<file path="src/rtl/vc_arbiter_mux.sv">
// vc_arbiter_mux: pops the two virtual-channel FIFOs one word per cycle,
// with VC0 priority and bounded starvation of VC1. Each popped word is
// steered to destination D0 or D1 by its destination bit. Popping stops
// while either destination is almost full.
module vc_arbiter_mux #(
  parameter int data_width   = 6,
  parameter int dest_bit     = 4,
  parameter int vc1_max_wait = 4
) (
  input  logic                  clk,
  input  logic                  reset,
  input  logic                  init,
  input  logic [data_width-1:0] data_in_VC0,
  input  logic [data_width-1:0] data_in_VC1,
  input  logic                  empty_VC0,
  input  logic                  empty_VC1,
  input  logic                  almost_full_D0,
  input  logic                  almost_full_D1,
  output logic                  pop_VC0,
  output logic                  pop_VC1,
  output logic                  push_D0,
  output logic                  push_D1,
  output logic [data_width-1:0] data_out_D0,
  output logic [data_width-1:0] data_out_D1,
  output logic                  idle_out
);

  localparam logic [2:0] max_wait = 3'(vc1_max_wait);

  logic                  clear;
  logic                  pause;
  logic                  force1;
  logic                  pop_any;
  logic                  valid_reg;
  logic                  src_reg;
  logic                  idle_reg;
  logic [2:0]            wait_cnt_reg;
  logic [2:0]            wait_cnt_next;
  logic [data_width-1:0] word;

  // Both the hard reset and the soft clear are active low.
  assign clear   = ~reset | ~init;
  assign pause   = almost_full_D0 | almost_full_D1;
  assign pop_any = pop_VC0 | pop_VC1;

  // Grant: VC0 wins unless VC1 has waited vc1_max_wait VC0 grants.
  always_comb begin
    force1  = (wait_cnt_reg == max_wait) & ~empty_VC1;
    pop_VC1 = ~clear & ~pause & ~empty_VC1 & (empty_VC0 | force1);
    pop_VC0 = ~clear & ~pause & ~empty_VC0 & ~pop_VC1;
  end

  // Starvation counter: counts VC0 grants made while VC1 is waiting.
  always_comb begin
    wait_cnt_next = wait_cnt_reg;
    if (empty_VC1 || pop_VC1) begin
      wait_cnt_next = 3'd0;
    end else if (pop_VC0 && (wait_cnt_reg != max_wait)) begin
      wait_cnt_next = wait_cnt_reg + 3'd1;
    end
  end

  // Pop-capture stage, starvation counter and idle flag.
  always_ff @(posedge clk) begin
    if (clear) begin
      valid_reg    <= 1'b0;
      src_reg      <= 1'b0;
      wait_cnt_reg <= 3'd0;
      idle_reg     <= 1'b1;
    end else begin
      valid_reg    <= pop_any;
      src_reg      <= pop_VC1;
      wait_cnt_reg <= wait_cnt_next;
      idle_reg     <= empty_VC0 & empty_VC1 & ~valid_reg & ~pop_any;
    end
  end

  // The FIFO read data is valid one cycle after the pop, so select it here.
  assign word = src_reg ? data_in_VC1 : data_in_VC0;

  // One routing register pair per destination; gi is the dest_bit value it owns.
  genvar gi;
  generate
    for (gi = 0; gi < 2; gi++) begin : g_dest
      logic                  push_reg;
      logic [data_width-1:0] data_reg;

      // Push the captured word here when its destination bit selects gi.
      always_ff @(posedge clk) begin
        if (clear) begin
          push_reg <= 1'b0;
          data_reg <= '0;
        end else if (valid_reg && (word[dest_bit] == 1'(gi))) begin
          push_reg <= 1'b1;
          data_reg <= word;
        end else begin
          push_reg <= 1'b0;
          data_reg <= '0;
        end
      end
    end
  endgenerate

  assign push_D0     = g_dest[0].push_reg;
  assign push_D1     = g_dest[1].push_reg;
  assign data_out_D0 = g_dest[0].data_reg;
  assign data_out_D1 = g_dest[1].data_reg;
  assign idle_out    = idle_reg;

endmodule

</file>
<file path="config.mk">
export PLATFORM = sky130hd
export DESIGN_NAME = vc_arbiter_mux
export DESIGN_NICKNAME = d
export VERILOG_FILES = /design/src/rtl/vc_arbiter_mux.sv
export SDC_FILE = /design/constraint.sdc
export NUM_CORES = 1
export LEC_CHECK = 0
export CAP_MARGIN = 20
export CORE_MARGIN = 2
export CORE_UTILIZATION = 41
export DETAILED_ROUTE_END_ITERATION = 6
export PLACE_DENSITY = 0.82
export SLEW_MARGIN = 25
export SYNTH_ARGS = -nofsm -noshare
export SYNTH_HDL_FRONTEND = slang
export SYNTH_SLANG_ARGS = --single-unit
</file>
<file path="constraint.sdc">
create_clock -name clk -period 1.9 [get_ports clk]
set_input_delay 0.57 -clock clk [delete_from_list [all_inputs] [get_ports clk]]
set_output_delay 0.57 -clock clk [all_outputs]
set_load 0.02 [all_outputs]
</file>
Word-level counts from Yosys, hierarchy flattened. Index checks and enable logic that the tools add are counted.

Flip-flop bits (word level): 20. Input bits: 19. Output and inout bits: 17. Word-level logic and storage cells: 46.

$add $sub $neg: 1. Eq/ne operators: 2. Muxes and demuxes: 3. Bitwise operators: 25. Reduce and logical (&&, ||, !) cells: 7.

Operators with widths (number): 1-bit inverter (12); 1-bit AND (9); 6-bit two-way mux (1); 2-bit OR reduction (3); 1-bit bitwise OR (4); 3-bit by 1-bit adder with 3-bit output, second input constant (1); 3-bit equality test, second input constant (1); 1-bit logical AND (3); 3-bit != test, second input constant (1); 1-bit two-way mux (2); 1-bit logical OR (1).

Depth between registers and ports, before layout. Gate-level depths: netlist of the first run.

Depth after elaboration: 11. Depth in mapped cells: 5. Depth with buffers taken out: 5.

Worst setup path after synthesis of the first run. No wires, ideal clock.

Kind: input -> output. Start point: input port almost_full_D0. End point: output port pop_VC1. Arrival: 1.327 ns. Required time: 1.330 ns. Path slack: 0.003 ns. Cell stages on the path: 2. Buffers on the path: 0. Cell sequence: nand4bb_4 > nor3_1.

Cells in the longest elaborated chain, start to end: 5.

Ends and longest elaborated chain: start: declaration (RTL line 17) `input logic almost_full_D0,`; 1-bit bitwise OR (RTL line 43) `assign pause = almost_full_D0 | almost_full_D1;`; 1-bit inverter (RTL line 49) `pop_VC1 = ~clear & ~pause & ~empty_VC1 & (empty_VC0 | force1);`; 1-bit AND (3 in series) (RTL line 49); end: declaration (RTL line 20) `output logic pop_VC1,`.

Every way passes these cells.

Worst setup path after layout of the first run.
Start point: input port almost_full_D1. End point: output port pop_VC0.

Cells in the longest elaborated chain, start to end: 7. Elaborated cells on any way between the ends: 8. Classes of those cells: 8 x bitwise.

Ends and longest elaborated chain: start: declaration (RTL line 18) `input logic almost_full_D1,`; 1-bit bitwise OR * (RTL line 43); 1-bit inverter * (RTL line 49, 50); 1-bit AND * (RTL line 49, 50); 1-bit AND (2 in series) (RTL line 49); 1-bit inverter (RTL line 50) `pop_VC0 = ~clear & ~pause & ~empty_VC0 & ~pop_VC1;`; 1-bit AND * (RTL line 50); end: declaration (RTL line 19) `output logic pop_VC0,`.

Mark *: on every way between the ends. The rest lies on a longest branch, timed or not.

==> metrics.txt, run 1 <==
outcome=complete, no violations; Final setup viols=0; DRC viols=0; crit start category=input pin; Root Driver=clkbuf_4; post-layout util=71.3%; Core ar.=1690 um^2; detailed-route via count=674; Worst Path Required=1.33 ns; placed cells=131; critical setup path kind=input pin to output port; worst skew pair latency=approximately 0.29 ns; syn nets=between 90 and 100; register area share after synthesis=a little under three fifths; critical path cell sequence=buf_2 -> and4bb_2 -> o21ai_1 -> nor2_1 -> buf_4; hpwl dp=around 1300 um; worst hold start=wait_cnt_reg[1]; buffers plus inverters on the worst setup path=2; Setup Skew=0.00395 ns; 1st-iter DRT viols=6; 1st-pass router iterations=3; post-synth cell types=20; Crit. End Element=output port; CP Launch Point=almost_full_D1; min Tclk post-route=1.85 ns; synth warn=0; Finished Layout Cells=136; GRT Util Overall=18.0%; wire per inst=12.4 um; adder-cell share of the synthesized area=between 3 and 4%; largest family of logic cells by synthesized area=simple AND/OR/NAND/NOR gates; Die Wd=45.9 um; largest fanout on the critical path=2; largest net degree at the start of global routing=12; Die Y=45.9 um; CTS tree=done; Seq cells post-synth=20; fin area=between 1000 and 1500 um^2; final WL=1680 um; unrepaired setup endpoints after global routing=no; RR Startpoint=src_reg; Sum Neg Setup Slack=0 ns; H-Tree Depth=1; Die Area=2100 um^2; cell row count=15; Synth Area in Compound Gates=5.92%; layout cells sized above 1=26.1%; initial antenna violation count=0; leakage power=slightly below 0.5 nW; antenna-violating nets left=0; Simple-Gate Fraction of Synth Area=21.8%; nets=between 100 and 150; via/cell ratio=4.96; Post-CTS Hold Buffers=0; Reg clk slew, reported paths=between 0.1 and 0.15 ns; initial core utilization=42.5%; IO Count=36; total of max-cap violations=0; Area Growth Syn to Fin=67.8%; xor/xnor share of the synthesized area=0%; antenna diode instance count=0; post-synthesis mux area share=8.36%; Congestion Overflow GR=0; IO Port Bufs=35; Post-Synthesis Cells=71; RD Place Congestion=between 0.7 and 0.8; CTS buffer count=3; Largest stage delay, worst path=just under 0.3 ns; fin crit share=97.5%; worst vdd ir=0.000436 V; number of fillers in the final layout=140; Hold Crit Class=flop to flop; CP max stage cell=and4bb_2; crit-path leading delay family=simple AND/OR/NAND/NOR gates; Avg Synthesized Cell Area=between 10 and 15 um^2; clock buffer depth=2; number of global-route vias before repair=between 600 and 700; Fin. Hold Viols=0; placed inst area=1150 um^2; first-pass GRT wire length=2620 um; CP arrival=1.28 ns; # clock sinks=20; Cell Pwr Density=just over 600 nW/um^2; achievable frequency=540 MHz; Synth Cell Area=slightly above 700 um^2; fin. max-slew vios=0
path summary, 6_finish.rpt:
path	to	slack [ns]	depth (start not counted)
min reg2reg	wait_cnt_reg[1]	0.49	2
min	wait_cnt_reg[1]	0.49	2
max	pop_VC0	0.05	5
max reg2reg	data_out_D0[3]	0.55	3
repair_timing:
item,4_1_cts,5_1_grt
setup buffers,0,1
pin swaps,3,1
resized for setup,35,5
endpoints found under the setup margin,2,2
per-layer routing:
metal	vias up	track usage (%)	wire length [um]
met4	0	9.14	41
met2	31	36.9	898
li1	335	-	-
met1	304	14.8	611
met3	4	4.76	131
met5	-	0	0
cell usage in the layout (no fill, tap or decap):
master | Yosys | final
inv_1 | 5 | 3
ha_4 | 0 | 1
dfxtp_1 | 20 | 18
or2_2 | 1 | 1
nor3_2 | 0 | 1
nand2_1 | 4 | 4
nor3_1 | 3 | 2
nand4bb_4 | 1 | 1
clkdlybuf4s50_1 | 0 | 27
clkbuf_8 | 0 | 1
nand3b_1 | 1 | 1
nand3_1 | 3 | 3
a21oi_2 | 0 | 1
o211ai_1 | 1 | 1
nor2_1 | 11 | 11
buf_4 | 1 | 10
dfxtp_2 | 0 | 2
and4bb_2 | 1 | 1
dlygate4sd2_1 | 0 | 2
nand4_1 | 1 | 1
o21ai_1 | 0 | 1
a21oi_1 | 5 | 4
conb_1 | 1 | 1
clkbuf_4 | 0 | 3
mux2i_1 | 6 | 6
or4b_1 | 1 | 1
buf_2 | 0 | 4
buf_6 | 0 | 3
o21ai_0 | 2 | 1
inv_2 | 0 | 2
ha_1 | 2 | 1
area by class of cell:
type / count / area (um^2) / area share, %
Timing Repair Buffer: 46 / 417 / 34.6
Sequential cell: 20 / 403 / 33.4
Tap cell: 17 / 21.3 / 1.77
Inverter: 5 / 18.8 / 1.56
Multi-Input combinational cell: 44 / 309 / 25.6
Clock buffer: 4 / 36.3 / 3.01
tightest hold or removal path, cell delays in order, from the launching register on:
cell and delay (ns):
dfxtp_2 0.35, nand2_1 0.06, a21oi_1 0.05
where the power goes:
| part | switching (mW) | internal [mW] | total [mW] |
|---|---|---|---|
| sequential | 0.00196 | 0.423 | 0.425 |
| combinational | 0.0316 | 0.0547 | 0.0863 |
| clock | 0.124 | 0.117 | 0.241 |
through the flow:
| step | total power, mW | hold WS [ns] | worst slack, ns |
|---|---|---|---|
| floorplan | 0.456 | 0.449 | 0.00329 |
| global placement | 0.520 | 0.464 | -0.777 |
| detailed placement | 0.522 | 0.470 | -0.792 |
| CTS | 0.760 | 0.473 | 0.00469 |
| global route | 0.786 | 0.515 | 0.00313 |
| finish | 0.752 | 0.487 | 0.0473 |
synth_stat cells:
library cell,instances,area (um^2)
mux2i_1,6,60.1
nor3_1,3,15.0
or2_2,1,6.26
or4b_1,1,10.0
clkbuf_1,1,3.75
nand3b_1,1,7.51
conb_1,1,3.75
dfxtp_1,20,400
nand4bb_4,1,27.5
inv_1,5,18.8
ha_1,2,25.0
nand2_1,4,15.0
o21ai_0,2,10.0
nand4_1,1,6.26
and4bb_2,1,12.5
a21oi_1,5,25.0
o211ai_1,1,7.51
nand3_1,3,15.0
nor2_1,11,41.3
buf_4,1,7.51
logic make-up (layout without fill, tap and decap cells):
kind of cell,Yosys count,count (layout)
and+or+nand+nor,27,27
DFF,20,20
AOI/OAI and AO/OA,8,8
buffers and inverters,7,55
muxes,6,6
adders and majority gates,2,2
other,1,1
Power figures use the tool's default switching activity.
==> inputs of run 2 (changes only) <==
--- a/config.mk
+++ b/config.mk
@@ -10,6 +10,7 @@
 export CORE_UTILIZATION = 41
 export DETAILED_ROUTE_END_ITERATION = 6
 export PLACE_DENSITY = 0.82
+export SKIP_LAST_GASP = 1
 export SLEW_MARGIN = 25
 export SYNTH_ARGS = -nofsm -noshare
 export SYNTH_HDL_FRONTEND = slang
==> results of run 2 <==
Same layout as run 1: the final DEF is identical, and so are final timing and power.
==> inputs of run 3 (changes only) <==
--- a/config.mk
+++ b/config.mk
@@ -9,6 +9,7 @@
 export CORE_MARGIN = 2
 export CORE_UTILIZATION = 41
 export DETAILED_ROUTE_END_ITERATION = 6
+export GPL_ROUTABILITY_DRIVEN = 0
 export PLACE_DENSITY = 0.82
 export SKIP_LAST_GASP = 1
 export SLEW_MARGIN = 25
==> results of run 3 <==
Same layout as run 1: the final DEF is identical, and so are final timing and power.
